--- config.mk ---
export PLATFORM = sky130hd
export DESIGN_NAME = cachepool_l1_maint_seq
export DESIGN_NICKNAME = d
export VERILOG_FILES = /design/src/rtl/cachepool_pkg.sv /design/src/rtl/cachepool_maint_tracker.sv /design/src/rtl/cachepool_l1_maint_seq.sv
export SDC_FILE = /design/constraint.sdc
export NUM_CORES = 1
export LEC_CHECK = 0
export BUFFER_PORTS_ARGS = -buffer_cell sky130_fd_sc_hd__buf_2
export CAP_MARGIN = 15
export CORE_MARGIN = 2
export CORE_UTILIZATION = 35
export DETAILED_ROUTE_END_ITERATION = 16
export GPL_ROUTABILITY_DRIVEN = 0
export REMOVE_ABC_BUFFERS = 1
export SKIP_CTS_REPAIR_TIMING = 1
export SLEW_MARGIN = 40
export SYNTH_ARGS = -nofsm -noshare
export SYNTH_HDL_FRONTEND = slang
export SYNTH_SLANG_ARGS = --single-unit
--- constraint.sdc ---
create_clock -name clk_i -period 5.9 [get_ports clk_i]
set_input_delay 0.295 -clock clk_i [delete_from_list [all_inputs] [get_ports clk_i]]
set_output_delay 0.295 -clock clk_i [all_outputs]
set_load 0.005 [all_outputs]
--- src/rtl/cachepool_pkg.sv ---
// Shared CachePool parameters and L1 maintenance types.
package cachepool_pkg;

  localparam int unsigned NumL1CacheCtrl      = 4;
  localparam int unsigned L1NumSet            = 256;
  localparam int unsigned L1AssoPerCtrl       = 4;
  localparam int unsigned MaintMaxOutstanding = 4;

  typedef enum logic [1:0] {
    MaintNone       = 2'b00,
    MaintFlush      = 2'b01,
    MaintInval      = 2'b10,
    MaintFlushInval = 2'b11
  } maint_op_e;

  typedef enum logic [1:0] {
    MaintIdle,
    MaintIssue,
    MaintDrain,
    MaintDone
  } maint_state_e;

endpackage

--- src/rtl/cachepool_maint_tracker.sv ---
// Per-controller maintenance tracking: accepted bit, outstanding count,
// issue limit and detection of responses with nothing outstanding.
module cachepool_maint_tracker
  import cachepool_pkg::*;
#(
  parameter int unsigned MaxOutstanding = MaintMaxOutstanding
) (
  input  logic clk_i,
  input  logic rst_ni,
  input  logic clear_i,
  input  logic mask_i,
  input  logic issue_next_i,
  input  logic ready_i,
  input  logic rsp_valid_i,
  output logic valid_o,
  output logic accepted_o,
  output logic idle_o,
  output logic proto_err_c_o
);

  localparam int unsigned CntW = $clog2(MaxOutstanding + 1);

  logic            hs;
  logic            accepted_d;
  logic [CntW-1:0] outst_q;
  logic [CntW-1:0] outst_d;

  // Next accepted bit and outstanding count; flag responses with nothing pending
  always_comb begin
    hs            = valid_o & ready_i;
    accepted_d    = clear_i ? 1'b0 : (accepted_o | hs);
    outst_d       = outst_q;
    proto_err_c_o = 1'b0;
    if (hs && !rsp_valid_i) begin
      outst_d = outst_q + CntW'(1);
    end else if (!hs && rsp_valid_i) begin
      if (outst_q == '0) proto_err_c_o = 1'b1;
      else               outst_d       = outst_q - CntW'(1);
    end
  end

  // Valid is registered from next-state so it never drops before its handshake
  always_ff @(posedge clk_i or negedge rst_ni) begin
    if (!rst_ni) begin
      accepted_o <= 1'b0;
      outst_q    <= '0;
      idle_o     <= 1'b1;
      valid_o    <= 1'b0;
    end else begin
      accepted_o <= accepted_d;
      outst_q    <= outst_d;
      idle_o     <= (outst_d == '0);
      valid_o    <= issue_next_i & mask_i & ~accepted_d &
                    (outst_d < CntW'(MaxOutstanding));
    end
  end

endmodule

--- src/rtl/cachepool_l1_maint_seq.sv ---
// Walks every set x way of the selected L1 controllers, broadcasting one
// maintenance request per index and reporting completion with sticky error.
module cachepool_l1_maint_seq
  import cachepool_pkg::*;
#(
  parameter int unsigned NumCtrl        = NumL1CacheCtrl,
  parameter int unsigned NumSet         = L1NumSet,
  parameter int unsigned NumWay         = L1AssoPerCtrl,
  parameter int unsigned MaxOutstanding = MaintMaxOutstanding,
  localparam int unsigned SetW          = $clog2(NumSet),
  localparam int unsigned WayW          = $clog2(NumWay)
) (
  input  logic               clk_i,
  input  logic               rst_ni,
  input  logic               cmd_valid_i,
  output logic               cmd_ready_o,
  input  logic [1:0]         cmd_op_i,
  input  logic [NumCtrl-1:0] cmd_mask_i,
  output logic               done_valid_o,
  input  logic               done_ready_i,
  output logic               done_err_o,
  output logic               busy_o,
  output logic [NumCtrl-1:0] maint_valid_o,
  input  logic [NumCtrl-1:0] maint_ready_i,
  output logic [1:0]         maint_op_o,
  output logic [SetW-1:0]    maint_set_o,
  output logic [WayW-1:0]    maint_way_o,
  input  logic [NumCtrl-1:0] maint_rsp_valid_i,
  input  logic [NumCtrl-1:0] maint_rsp_err_i
);

  localparam int unsigned IdxW = SetW + WayW;

  maint_state_e       state_q, state_d;
  maint_op_e          op_q, op_d;
  logic [NumCtrl-1:0] mask_q, mask_d;
  logic [IdxW-1:0]    idx_q, idx_d;
  logic               err_q, err_d;
  logic               clear_acc;
  logic               issue_next;
  logic               all_acc;
  logic               rsp_err;
  logic [NumCtrl-1:0] hs;
  logic [NumCtrl-1:0] valid;
  logic [NumCtrl-1:0] accepted;
  logic [NumCtrl-1:0] idle;
  logic [NumCtrl-1:0] proto_err;

  // Index is {set, way}, so a plain increment walks ways inside sets
  assign maint_valid_o = valid;
  assign maint_op_o    = op_q;
  assign maint_set_o   = idx_q[IdxW-1 -: SetW];
  assign maint_way_o   = idx_q[WayW-1:0];
  assign done_err_o    = err_q;

  // Per-controller request tracking
  for (genvar c = 0; c < NumCtrl; c++) begin : g_trk
    cachepool_maint_tracker #(
      .MaxOutstanding(MaxOutstanding)
    ) u_trk (
      .clk_i        (clk_i),
      .rst_ni       (rst_ni),
      .clear_i      (clear_acc),
      .mask_i       (mask_d[c]),
      .issue_next_i (issue_next),
      .ready_i      (maint_ready_i[c]),
      .rsp_valid_i  (maint_rsp_valid_i[c]),
      .valid_o      (valid[c]),
      .accepted_o   (accepted[c]),
      .idle_o       (idle[c]),
      .proto_err_c_o(proto_err[c])
    );
  end

  // Sequencer next state: command latch, index walk, drain and error tracking
  always_comb begin
    state_d   = state_q;
    op_d      = op_q;
    mask_d    = mask_q;
    idx_d     = idx_q;
    err_d     = err_q;
    clear_acc = 1'b0;
    hs        = valid & maint_ready_i;
    all_acc   = &(~mask_q | accepted | hs);
    rsp_err   = |(maint_rsp_valid_i & maint_rsp_err_i) | (|proto_err);
    unique case (state_q)
      MaintIdle: begin
        if (cmd_valid_i) begin
          op_d      = maint_op_e'(cmd_op_i);
          mask_d    = cmd_mask_i;
          idx_d     = '0;
          err_d     = 1'b0;
          clear_acc = 1'b1;
          if (maint_op_e'(cmd_op_i) == MaintNone) begin
            err_d   = 1'b1;
            state_d = MaintDone;
          end else if (cmd_mask_i == '0) begin
            state_d = MaintDone;
          end else begin
            state_d = MaintIssue;
          end
        end
      end
      MaintIssue: begin
        err_d = err_q | rsp_err;
        if (all_acc) begin
          clear_acc = 1'b1;
          if (idx_q == '1) state_d = MaintDrain;
          else             idx_d   = idx_q + IdxW'(1);
        end
      end
      MaintDrain: begin
        err_d = err_q | rsp_err;
        if (&idle) state_d = MaintDone;
      end
      MaintDone: begin
        if (done_ready_i) state_d = MaintIdle;
      end
      default: state_d = MaintIdle;
    endcase
    issue_next = (state_d == MaintIssue);
  end

  // State and registered status outputs
  always_ff @(posedge clk_i or negedge rst_ni) begin
    if (!rst_ni) begin
      state_q      <= MaintIdle;
      op_q         <= MaintNone;
      mask_q       <= '0;
      idx_q        <= '0;
      err_q        <= 1'b0;
      cmd_ready_o  <= 1'b1;
      busy_o       <= 1'b0;
      done_valid_o <= 1'b0;
    end else begin
      state_q      <= state_d;
      op_q         <= op_d;
      mask_q       <= mask_d;
      idx_q        <= idx_d;
      err_q        <= err_d;
      cmd_ready_o  <= (state_d == MaintIdle);
      busy_o       <= (state_d != MaintIdle);
      done_valid_o <= (state_d == MaintDone);
    end
  end

endmodule
==> metrics list <==
- Proportion of power drawn by the clock network: 15.1%
* Crit share post-route: 40.1%
* Root buffer cell: clkbuf_8
- In this run the register-to-register setup slack is 3.53 ns.
- Main flop type after synthesis: dfrtp_1
- Flip-flop and latch count after synthesis: 46
* Fin Setup TNS: 0 ns
* Number of standard cells in the layout, taps in and fillers out: 410
- In this run the cell area of the synthesized design comes to 2660 sq um.
- The synthesized design devotes to its leading area cell type 38.6% of total area.
- Failing checks: negative hold slack
- The via count of the first global-routing pass was 2,025.
- For this run, the top clock speed supported by timing is 422 MHz.
- Insertion delay of the later-clocked pin in the worst-skew pair: 0.30 ns
- The number of hold-slack violations in the final timing report was 22.
- During I/O placement, the number of pins put on the boundary was 42.
- Sequential share of power: 38.0%
- Wire length of the first global-routing pass: 9780 um
- Fraction of final layout cells with drive strength greater than 1: 21.9%
* Total count of max-transition violations in the final report: 0
* Path category of the worst min-delay check: in2async
- The synthesized design spends more area on one cell type than any other, namely dfrtp_1.
- Entering global routing, the biggest net connects 47 pins.
- Once the floorplan was initialized, standard cells occupied 36.5% of the core.
- The routed layout has 2,187 vias.
- Most common library cell in the layout ignoring fill and taps: dfrtp_1
* Relative max-transition margin: 61.5%
- Clock transition at path regs: 0.09 ns
* Fin worst setup slack: 3.53 ns
* Internal power component: 0.000778 W
- Summed over all cells, the static leakage comes to 1.43 nW.
- Clk buf depth: 2
- After global routing the overflow that remains totals 0.
* IR drop worst, VDD: 0.000164 V
- The largest individual stage delay along the critical path comes from the cell ha_1.
* Diode count: 0
* # Max-Cap Violations: 0
- Crit-path leading delay family: simple AND/OR/NAND/NOR gates
* Required time worst endpoint: 6.13 ns
- Worst r2r dst: idx_q[9]$_DFFE_PN0P_
* Bufs and invs on worst path: 1
* Count of endpoints failing setup in the final report: 0
- Width of the die: 91.2 um
* RSZ-0062 raised after global routing: no
- Classification of the worst setup path: reg2reg
- Clock buffers created by TritonCTS: 5
- Power Density: 440 nW/um^2
- Commonest non-fill, non-tap cells in the layout: dfrtp_1 (41), buf_2 (40), nand2_1 (25), a21oi_1 (25)
- The H-tree generated during clock tree synthesis spans 2 levels.
- Element type at the critical path start: register
- Dividing the detail-routed wire length by the instance count gives 14.3 um.
* DIE HEIGHT: 91.2 um
- Before CTS, the worst setup slack after placement is 3.55 ns.
- Sw Share: 41.4%
* Site Rows: 31
- Counting flops with an async set or reset pin after synthesis yields a share of 100%.
* Sum of routed wire length over all layers: 5860 um
- Post-layout net count: 349
* Number of flops mapped to enable cells by yosys: 0
* Total global routing track utilization: 14.5%
* Length of the first detailed-routing pass in iterations: 4
* Worst-case hold slack: -0.0291 ns
- In this run the worst path has a maximum fanout of 17.
- For this run, the number of Yosys warnings is 0.
- The worst setup path is captured at a register.
* Core ar.: 7290 sq um
- Post-route antenna net violation count: 0
- Avg Cell Area, Syn: 9.71 sq um
- Fin crit period: 2.37 ns
- CTS tree: yes
* Via density per instance: 5.33
* Synth cell types: 49
- Overall die area: 8320 sq um
- Post-synthesis sequential area ratio: 43.5%
* Most area-consuming cells after synthesis: dfrtp_1 (39%), ha_1 (8.0%), dfstp_2 (4.9%), a21oi_1 (4.7%), nand2_1 (3.5%)
- In the routed design, unresolved DRC markers number 0.
- Worst-case reg-to-reg path depth: 7
- Once placement completed, the tool counted placed cells totaling 402.
- The first routing iteration left 163 violations.
* # port buffers: 41
- Endpoint arrival time on the critical path: 2.60 ns
- The analysis attributes to net switching a power of 0.000549 W.
- Combinational power share: 46.9%
- For this design, the sink count on the clock tree is 46.
- The startpoint identified for the worst register-to-register timing path is state_q[1]$_DFF_PN0_.
- For this run, the slowest stage of the critical path takes 0.53 ns.
* Number of antenna violations at the first check in global routing: 0
- Overall power: 0.00133 W
- Worst clock skew: 0.00881 ns
- Counting the fill cells in the layout gives 759.
- Crit path cell chain: inv_1, ha_1, mux2_2, nand2_1, or3_1, or3_1, a21oi_1
- The flow ran to the end, but the final reports show violations.
* Post-synthesis cell count: 274
- The wire-length estimate of the detail-placed layout is 4400 um.
* Worst-Margin Slew: 0.573 ns
* Crit-path most repeated cell: or3_1
- Area growth from synthesis to layout: 13.3%
[per-layer routing]
metal | global-route usage [%] | part of all wire, % | vias up
li1 | - | - | 1071
met1 | 21.1 | 48 | 1058
met2 | 22.2 | 45 | 51
met3 | 3.07 | 5.2 | 7
met4 | 3.03 | 0.99 | 0
met5 | 0 | 0 | -
[stage by stage]
step	util (%)	instance area, sq um	hold slack [ns]
2_1_floorplan	-	2590	-0.000591
3_3_place_gp	40.0	2920	0.511
3_5_place_dp	40.1	2920	0.346
4_1_cts	41.4	3020	0.0101
5_1_grt	41.4	3020	0.0232
6_report	41.4	3020	-0.0291
[sequential cells by signal, summed over array words and instances (netlist names)]
signal and flops:
maint_op_o 2, done_valid_o 1, busy_o 1, g_trk.u_trk.accepted_o 4, cmd_ready_o 1, g_trk.u_trk.valid_o 4, state_q 2, done_err_o 1
g_trk.u_trk.idle_o 4, idx_q 10, g_trk.u_trk.outst_q 12, mask_q 4
[worst register-to-register path: cells and delay by family, from the launching register on]
kind / cells / cell delay [ns]
flip-flops: 1 / 0.42
multiplexers: 1 / 0.32
AND/OR/NAND/NOR: 3 / 0.75
buffers and inverters: 1 / 0.11
AO/OA/AOI/OAI: 1 / 0.15
adder cells (fa/ha/maj): 1 / 0.53
[area by class of cell]
type / count / area [sq um] / share of cell area [%]
Multi-Input combinational cell: 199 / 1370 / 45.4
Sequential cell: 46 / 1160 / 38.4
Timing Repair Buffer: 41 / 208 / 6.89
Tap cell: 99 / 124 / 4.11
Clock buffer: 5 / 68.8 / 2.28
Inverter: 17 / 63.8 / 2.12
Clock inverter: 3 / 25.0 / 0.830
[power groups by stage]
stage	logic (W)	registers (W)	clock network (W)
4_1_cts	0.000625	0.000505	0.000207
3_5_place_dp	0.000623	0.000510	0
3_3_place_gp	0.000609	0.000511	0
5_1_grt	0.000703	0.000519	0.000217
6_report	0.000622	0.000504	0.000201
2_1_floorplan	0.000456	0.000498	0
[kinds of logic after synthesis]
family,after synthesis,synth area share [%]
adders and majority gates,17,7.99
buffers and inverters,29,5.08
and+or+nand+nor,92,18.4
AOI/OAI and AO/OA,76,19.8
DFF,46,43.5
xor gates and xnor gates,4,1.32
muxes,10,3.95
[cells in the mapped netlist, types with 5 or more instances]
cell type and instances:
nand3_1 13, nor2_1 13, o21ai_1 8, o21ai_0 9, dfstp_2 5, buf_4 5
a21oi_1 25, nand2_1 25, inv_1 17, dfrtp_1 41, clkbuf_1 6, mux2i_1 6
or3_1 8, nand4_1 5, ha_1 17, nor3_1 8
[worst max path at each step]
stage | from | to | slack, ns | cells after the start
after detailed placement | state_q[1]$_DFF_PN0_ | idx_q[9]$_DFFE_PN0P_ | 3.55 | 7
final | state_q[1]$_DFF_PN0_ | idx_q[9]$_DFFE_PN0P_ | 3.53 | 7
after global placement | state_q[0]$_DFF_PN0_ | idx_q[9]$_DFFE_PN0P_ | 3.60 | 7
after CTS | state_q[1]$_DFF_PN0_ | idx_q[9]$_DFFE_PN0P_ | 3.53 | 7
after floorplan | state_q[0]$_DFF_PN0_ | idx_q[9]$_DFFE_PN0P_ | 3.81 | 7
after global routing | state_q[1]$_DFF_PN0_ | g_trk[3].u_trk.valid_o$_DFF_PN0_ | 3.28 | 6
Power figures use the tool's default switching activity.
